[src/rtl/imm_pkg.sv]
// ============================================================================
//  Module      : imm_pkg
//  Description : Shared types and constants for the immediate extension unit.
//  Revision    : 1.0 - initial release
// ============================================================================
`default_nettype none

package imm_pkg;

    // Immediate extension mode, encoded exactly as the decode field.
    typedef enum logic [1:0] {
        IMM_ROT  = 2'b00,
        IMM_MEM  = 2'b01,
        IMM_BR   = 2'b10,
        IMM_RSVD = 2'b11
    } imm_src_e;

    // Controller state: IDLE accepts requests, ROTATE runs the rotator.
    typedef enum logic [0:0] {
        IDLE   = 1'b0,
        ROTATE = 1'b1
    } imm_state_e;

    // Width of the raw instruction immediate field.
    localparam int IMM_FIELD_W = 24;

    // Width of the rotate-amount counter; holds 2*imm[11:8], i.e. 0..30.
    localparam int IMM_REM_W = 5;

endpackage : imm_pkg

`default_nettype wire

[src/rtl/imm_extend_unit_rotator.sv]
// ============================================================================
//  Module      : imm_rotator
//  Description : Combinational rotate-right of DATA_W bits by 0..ROT_PER_CYCLE.
//                The carry is the MSB of the rotated value.
//  Revision    : 1.0 - initial release
// ============================================================================
`default_nettype none

module imm_rotator #(
    parameter  int DATA_W        = 32,
    parameter  int ROT_PER_CYCLE = 2,
    localparam int AMT_W         = $clog2(ROT_PER_CYCLE + 1)
) (
    input  logic [DATA_W-1:0] dataIn,
    input  logic [AMT_W-1:0]  rotAmt,
    output logic [DATA_W-1:0] dataOut,
    output logic              carry
);

    // Every legal non-zero rotation, precomputed as a fixed rewiring.
    logic [DATA_W-1:0] w_cand [1:ROT_PER_CYCLE];

    for (genvar k = 1; k <= ROT_PER_CYCLE; k++) begin : g_rot
        assign w_cand[k] = {dataIn[k-1:0], dataIn[DATA_W-1:k]};
    end

    // Select the candidate matching the requested amount; zero passes through.
    always_comb begin
        dataOut = dataIn;
        for (int k = 1; k <= ROT_PER_CYCLE; k++) begin
            if (rotAmt == AMT_W'(k)) begin
                dataOut = w_cand[k];
            end
        end
    end

    assign carry = dataOut[DATA_W-1];

endmodule : imm_rotator

`default_nettype wire

[src/rtl/imm_extend_unit.sv]
// ============================================================================
//  Module      : imm_extend_unit
//  Description : Extends a 24-bit instruction immediate to DATA_W bits over a
//                valid/ready handshake. Rotated imm8 (mode 00) is produced by an
//                iterative multi-cycle rotator; other modes finish in one edge.
//                Optional macro IMM_CARRY_EN adds the registered carry_out port.
//  Revision    : 1.0 - initial release
// ============================================================================
`default_nettype none

module imm_extend_unit
    import imm_pkg::*;
#(
    parameter int DATA_W        = 32,
    parameter int ROT_PER_CYCLE = 2,
    parameter int MEM_SIGNED    = 1
) (
    input  logic                   clk,
    input  logic                   rst_n,
    input  logic                   in_valid,
    output logic                   in_ready,
    input  logic [IMM_FIELD_W-1:0] imm_value,
    input  logic [1:0]             imm_src,
    output logic                   out_valid,
    input  logic                   out_ready,
    output logic [DATA_W-1:0]      ext_imm,
    output logic                   imm_err,
    output logic                   busy
`ifdef IMM_CARRY_EN
    ,
    output logic                   carry_out
`endif
);

    localparam int c_AMT_W = $clog2(ROT_PER_CYCLE + 1);

    imm_state_e              r_state;
    logic [DATA_W-1:0]       r_work;
    logic [IMM_REM_W-1:0]    r_remaining;
    logic                    r_outValid;
    logic [DATA_W-1:0]       r_extImm;
    logic                    r_immErr;
`ifdef IMM_CARRY_EN
    logic                    r_carryOut;
`endif

    imm_src_e                w_src;
    logic                    w_accept;
    logic [DATA_W-1:0]       w_imm8;
    logic [IMM_REM_W-1:0]    w_rotTotal;
    logic                    w_needRot;
    logic [DATA_W-1:0]       w_directImm;
    logic                    w_directErr;
    logic [IMM_REM_W-1:0]    w_stepWide;
    logic [c_AMT_W-1:0]      w_rotAmt;
    logic [DATA_W-1:0]       w_rotated;
    logic                    w_rotCarry;

    assign w_src      = imm_src_e'(imm_src);
    assign in_ready   = (r_state == IDLE) && (!r_outValid || out_ready);
    assign w_accept   = in_valid && in_ready;
    assign w_imm8     = {{(DATA_W-8){1'b0}}, imm_value[7:0]};
    assign w_rotTotal = {imm_value[11:8], 1'b0};
    assign w_needRot  = (w_src == IMM_ROT) && (imm_value[11:8] != 4'd0);
    assign w_directErr = (w_src == IMM_RSVD);

    // One-edge result for every mode that needs no rotation.
    always_comb begin
        w_directImm = '0;
        case (w_src)
            IMM_ROT: w_directImm = w_imm8;
            IMM_MEM: begin
                if (MEM_SIGNED != 0) begin
                    w_directImm = {{(DATA_W-12){imm_value[11]}}, imm_value[11:0]};
                end else begin
                    w_directImm = {{(DATA_W-12){1'b0}}, imm_value[11:0]};
                end
            end
            IMM_BR:  w_directImm = {{(DATA_W-26){imm_value[23]}}, imm_value[23:0], 2'b00};
            default: w_directImm = '0;
        endcase
    end

    // Step this cycle is the smaller of the per-cycle limit and what is left.
    assign w_stepWide = (r_remaining < IMM_REM_W'(ROT_PER_CYCLE)) ? r_remaining
                                                                  : IMM_REM_W'(ROT_PER_CYCLE);
    assign w_rotAmt   = c_AMT_W'(w_stepWide);

    imm_rotator #(
        .DATA_W        (DATA_W),
        .ROT_PER_CYCLE (ROT_PER_CYCLE)
    ) u_rotator (
        .dataIn  (r_work),
        .rotAmt  (w_rotAmt),
        .dataOut (w_rotated),
        .carry   (w_rotCarry)
    );

`ifndef IMM_CARRY_EN
    logic w_unusedCarry;
    assign w_unusedCarry = w_rotCarry;
`endif

    // Controller plus output register: accept, iterate the rotation, hold/pop.
    always_ff @(posedge clk or negedge rst_n) begin
        if (!rst_n) begin
            r_state     <= IDLE;
            r_work      <= '0;
            r_remaining <= '0;
            r_outValid  <= 1'b0;
            r_extImm    <= '0;
            r_immErr    <= 1'b0;
`ifdef IMM_CARRY_EN
            r_carryOut  <= 1'b0;
`endif
        end else begin
            case (r_state)
                IDLE: begin
                    if (r_outValid && out_ready) begin
                        r_outValid <= 1'b0;
                    end
                    if (w_accept) begin
                        if (w_needRot) begin
                            r_work      <= w_imm8;
                            r_remaining <= w_rotTotal;
                            r_state     <= ROTATE;
                        end else begin
                            r_outValid <= 1'b1;
                            r_extImm   <= w_directImm;
                            r_immErr   <= w_directErr;
`ifdef IMM_CARRY_EN
                            r_carryOut <= 1'b0;
`endif
                        end
                    end
                end
                ROTATE: begin
                    r_work      <= w_rotated;
                    r_remaining <= r_remaining - w_stepWide;
                    if (r_remaining == w_stepWide) begin
                        r_state    <= IDLE;
                        r_outValid <= 1'b1;
                        r_extImm   <= w_rotated;
                        r_immErr   <= 1'b0;
`ifdef IMM_CARRY_EN
                        r_carryOut <= w_rotCarry;
`endif
                    end
                end
                default: r_state <= IDLE;
            endcase
        end
    end

    assign out_valid = r_outValid;
    assign ext_imm   = r_extImm;
    assign imm_err   = r_immErr;
    assign busy      = (r_state == ROTATE);
`ifdef IMM_CARRY_EN
    assign carry_out = r_carryOut;
`endif

endmodule : imm_extend_unit

`default_nettype wire

[config.mk]
export PLATFORM = sky130hd
export DESIGN_NAME = imm_extend_unit
export DESIGN_NICKNAME = d
export VERILOG_FILES = /design/src/rtl/imm_pkg.sv /design/src/rtl/imm_extend_unit_rotator.sv /design/src/rtl/imm_extend_unit.sv
export SDC_FILE = /design/constraint.sdc
export NUM_CORES = 1
export LEC_CHECK = 0
export BUFFER_PORTS_ARGS = -buffer_cell sky130_fd_sc_hd__buf_4
export CORE_ASPECT_RATIO = 1.1
export CORE_MARGIN = 2
export CORE_UTILIZATION = 45
export DETAILED_ROUTE_END_ITERATION = 12
export GPL_TIMING_DRIVEN = 0
export PLACE_DENSITY = 0.73
export SYNTH_ARGS = -nofsm -noshare
export SYNTH_HDL_FRONTEND = slang
export SYNTH_SLANG_ARGS = --single-unit
[constraint.sdc]
create_clock -name clk -period 3.55 [get_ports clk]
set_input_delay 0.5325 -clock clk [delete_from_list [all_inputs] [get_ports clk]]
set_output_delay 0.5325 -clock clk [all_outputs]
set_load 0.05 [all_outputs]
# == Word level (Yosys, flattened, before mapping) ==
# Index checks and enable logic that the tools add are counted.
# classes
shift,0
n_bitwise,1
n_lt_le_gt_ge,1
mul,0
n_div,0
reduce_logical,10
eq_ne,10
n_mux,27
n_addsub,1
# op_table
op,count
$mux 32,7
$pmux 32 s2,2
$pmux 32 s3,1
$mux 5,3
$mux 1,10
$pmux 5 s2,1
$eq 2x2->1 const B,3
$ne 2x2->1 const B,3
$pmux 1 s2,3
$eq 5x5->1,1
$lt 5x2->1 const B,1
$sub 5x5->5,1
$eq 2x1->1 const B,2
$logic_and 1x1->1,4
$reduce_bool 4->1,1
$reduce_and 3->1,1
$logic_not 2->1,1
$ne 2x1->1 const B,1
$reduce_and 2->1,1
$logic_not 1->1,1
$logic_or 1x1->1,1
$not 1->1,1
# totals
rom_bits,0
output_inout_bits,36
ram_bits,0
mem_count,0
regBits,72
latchBits,0

# == Depth between registers and ports, before layout ==
# logic_depth
word_depth,7
depth_mapped,8
ltp_nobuf,7

# == Modules after synthesis ==
# From an unflattened synthesis, not the netlist that was laid out.
# unflattened
hier_cells,464
hier_area_um2,4688.2
# modules_own_cells
module,area_per_inst_um2,instances,cells_each
imm_extend_unit,3598.5,1,356
imm_rotator,1089.8,1,108

# == Worst setup path after synthesis ==
# Ideal clock, no wire load.
# synth_timing
path_type,reg2out
startpoint,"reg r_state, in the netlist busy"
endpoint,out in_ready
t_required_ns,3.017
arrival_ns,1.863
slack_ns,1.154
path_stages_with_launch,5
cell_sequence,dfrtp_1 > buf_2 > clkbuf_1 > clkbuf_1 > nor2_1
# synth_between
elab_chain_cells,2
# synth_lines
item,line,rtl
start: declaration,imm_extend_unit.sv:37,imm_state_e r_state;
start signal: assignment,imm_extend_unit.sv:107,r_state <= IDLE;
start signal: assignment,imm_extend_unit.sv:126,r_state <= ROTATE;
start signal: assignment,imm_extend_unit.sv:141,r_state <= IDLE;
$not 1->1,--,
$logic_and 1x1->1,imm_extend_unit.sv:60,assign in_ready = (r_state == IDLE) && (!r_outValid || out_ready);
end: declaration,imm_extend_unit.sv:21,"output logic in_ready,"
# No other way between the ends.

# == Final worst setup path ==
# Ends and elaborated chain as after synthesis.

==> out/results.ini <==
[outcome]
outcome = finished clean

[clock_network]
postCtsSetupBuffers = 0
ctsResizeCount = 0
clk_path_buf_depth = 2
clk_latency_ps = 360
ctsHoldBuffers = 0
root_buffer = clkbuf_8
cts_buffers = 9
htree_levels = 3
cts_sinks = 72
cts_tree = built
path_clk_slew_ps = 80

[setup_path]
r2r_slack_ps = 1220
r2r_end = ext_imm[30]$_DFFE_PN0P_
critical_path_class = flip-flop to output pin
start_kind = flip-flop
arrival_ps = 2080
required_ps = 3020
end_kind = output pin
cp-endpoint = in_ready
crit_path_max_fanout = 10
r2r-start = busy$_DFF_PN0_
startpoint = busy$_DFF_PN0_
rr_worst_depth = 6

[floorplanning]
ios = 66
rows = 37
fp.dieW_um = 97.49
start_util_pct = 46.27
die_y_um = 106.8
dieArea_sq_mm = 0.01042
coreArea_sq_mm = 0.009351

[power]
p_switching_mw = 2.320
power_leakage_nw = 2.281
max-vdd-ir-drop_uv = 398.2
power.total_mw = 4.938
p_per_area_mw_per_mm2 = 957.1
p_sw_share_pct = 46.98
p_seq_share_pct = 29.5
intPower_mw = 2.618
combPwrFrac_pct = 56.9
power_frac_clock_pct = 13.6

[hold_path]
hold_class = input pin to asynchronous set/reset pin

[place]
gp_congestion = 0.9171
place_hpwl_um = 7999
place_area_sq_mm = 0.004961
port_buffers = 65

[timing]
finClkSkew_ps = 14.13
finalSetupTns_ps = 0
grt_setup_unrepaired = no
hold_viol = 0
min_period_ps = 2608
slew_headroom_pct = 37.30
setup_viol = 0
slew_viol_final = 0
period_share_pct = 73.45
max_freq_ghz = 0.3835
worst_pin_slew_ps = 940.5

[logic_synthesis]
async_flop_share_pct = 100.0
synthesis.area_sq_mm = 0.004327
yosys.area.top_type = dfrtp_1
yosysUniqueCellTypes = 53
ys_seq_area_share_pct = 41.64
synth_edf_count = 0
synth-seq-cells = 72
synth_ff_type = dfrtp_1
synth.area.top_cells = dfrtp_1 42%, mux2_2 14%, mux2i_1 5.1%
synthCells = 427
ys.warnings.count = 0
synth_top_area_share_pct = 41.64
syn_nets = 458
postSynthAreaPerCell_sq_um = 10.13

[global_route]
grt_max_degree = 73
grt_pass1_wl_um = 18800
antenna_found_initial = 0
grt_overflow_total = 0
grt_pass1_vias = 3807
track_usage_pct = 22.47

[layout]
drive_above_1_share_pct = 32.09
layout_commonest_cell = dfrtp_1
design_area_sq_mm = 0.005160
finalNetCount = 534
area_delta_synth_final_pct = 19.26
final_cell_mix = 72 x dfrtp_1, 67 x buf_4, 55 x mux2_2
antenna_cells = 0
nFillCells = 843

[drt]
drt-pass1-iter-count = 5
vias = 3825
wl_per_cell_um = 18.36
drtAntennaViolNets = 0
drtIter0Drc = 272
via_per_inst = 6.120
routed_wl_um = 11470
drc = 0

[run]
drv_cap = 0

through the flow:
step                      setup WS (ps)  hold WS (ps)  instances  utilization [%]
after CTS                         962.7         349.6        625            55.18
final                             942.4         315.6        625            55.18
after detailed placement           1254         480.4        609            53.05
after global placement             1251         477.8        609            53.05
after floorplan                    1154         236.9        427                -
after global routing              794.5         387.4        625            55.18
area by class of cell:
type | count | area [sq um] | area share (%)
multi-input cells | 309 | 2283 | 44.25
flip-flops and latches | 72 | 1802 | 34.92
well taps | 117 | 146.4 | 2.837
clock inverters | 3 | 40.04 | 0.7759
repair buffers | 65 | 488.0 | 9.457
clock buffers | 13 | 158.9 | 3.080
inverters | 5 | 18.77 | 0.3637
plain buffers | 41 | 222.7 | 4.316
critical path, stage by stage (launching register included):
cell      delay, ps
dfrtp_1         340
buf_2           210
clkbuf_1        430
clkbuf_1        430
nor2_1          100
buf_4           210
Yosys cell counts (all sizes together), types with 3 or more instances:
| cell type | number |
|---|---|
| o21ai | 11 |
| buf | 20 |
| nor2b | 7 |
| a21o | 7 |
| and3 | 9 |
| clkbuf | 21 |
| a21oi | 24 |
| mux2 | 56 |
| mux2i | 22 |
| o211ai | 17 |
| nor3 | 4 |
| dfrtp | 72 |
| o211a | 3 |
| nand2 | 39 |
| nand3 | 37 |
| nor2 | 4 |
| o2bb2ai | 16 |
| a311oi | 4 |
| inv | 5 |
| a31oi | 12 |
| a221oi | 3 |
| nand2b | 6 |
cells by family after synthesis:
kind of cell | synth area share [%]
simple gates | 13.74
compound gates | 18.59
mux | 19.66
flops | 41.64
buf+inv | 5.581
xor+xnor | 0.4049
fa+ha+maj | 0.2891
other cells | 0.08667
flip-flops by register name, indices dropped and copies added (netlist names):
register and cells:
ext_imm 32, r_work 32, r_remaining 5, busy 1, imm_err 1, out_valid 1
layer usage:
layer / track usage [%] / part of all wire (%) / up-vias
met5: 0 / 0 / -
met4: 8.433 / 1.7 / 0
met3: 6.519 / 7.2 / 22
met2: 33.94 / 46 / 167
met1: 30.74 / 46 / 1887
li1: - / - / 1749
power by group through the flow:
stage	Sequential [mW]	Combinational [mW]	Clock [mW]
after floorplan	2.02	1.47	0
after global placement	1.45	2.76	0
after detailed placement	1.47	2.80	0
after CTS	1.45	2.81	0.681
after global routing	1.51	3.01	0.725
final	1.45	2.81	0.673
how the worst min path moves through the flow:
stage | slack [ps] | end | from
global route | 390 | ext_imm[3]$_DFFE_PN0P_ | rst_n
finish | 320 | ext_imm[4]$_DFFE_PN0P_ | rst_n
CTS | 350 | ext_imm[4]$_DFFE_PN0P_ | rst_n
detailed placement | 480 | ext_imm[10]$_DFFE_PN0P_ | ext_imm[10]$_DFFE_PN0P_
floorplan | 240 | busy$_DFF_PN0_ | rst_n
global placement | 480 | ext_imm[10]$_DFFE_PN0P_ | ext_imm[10]$_DFFE_PN0P_
(Power assumes the default switching activity.)
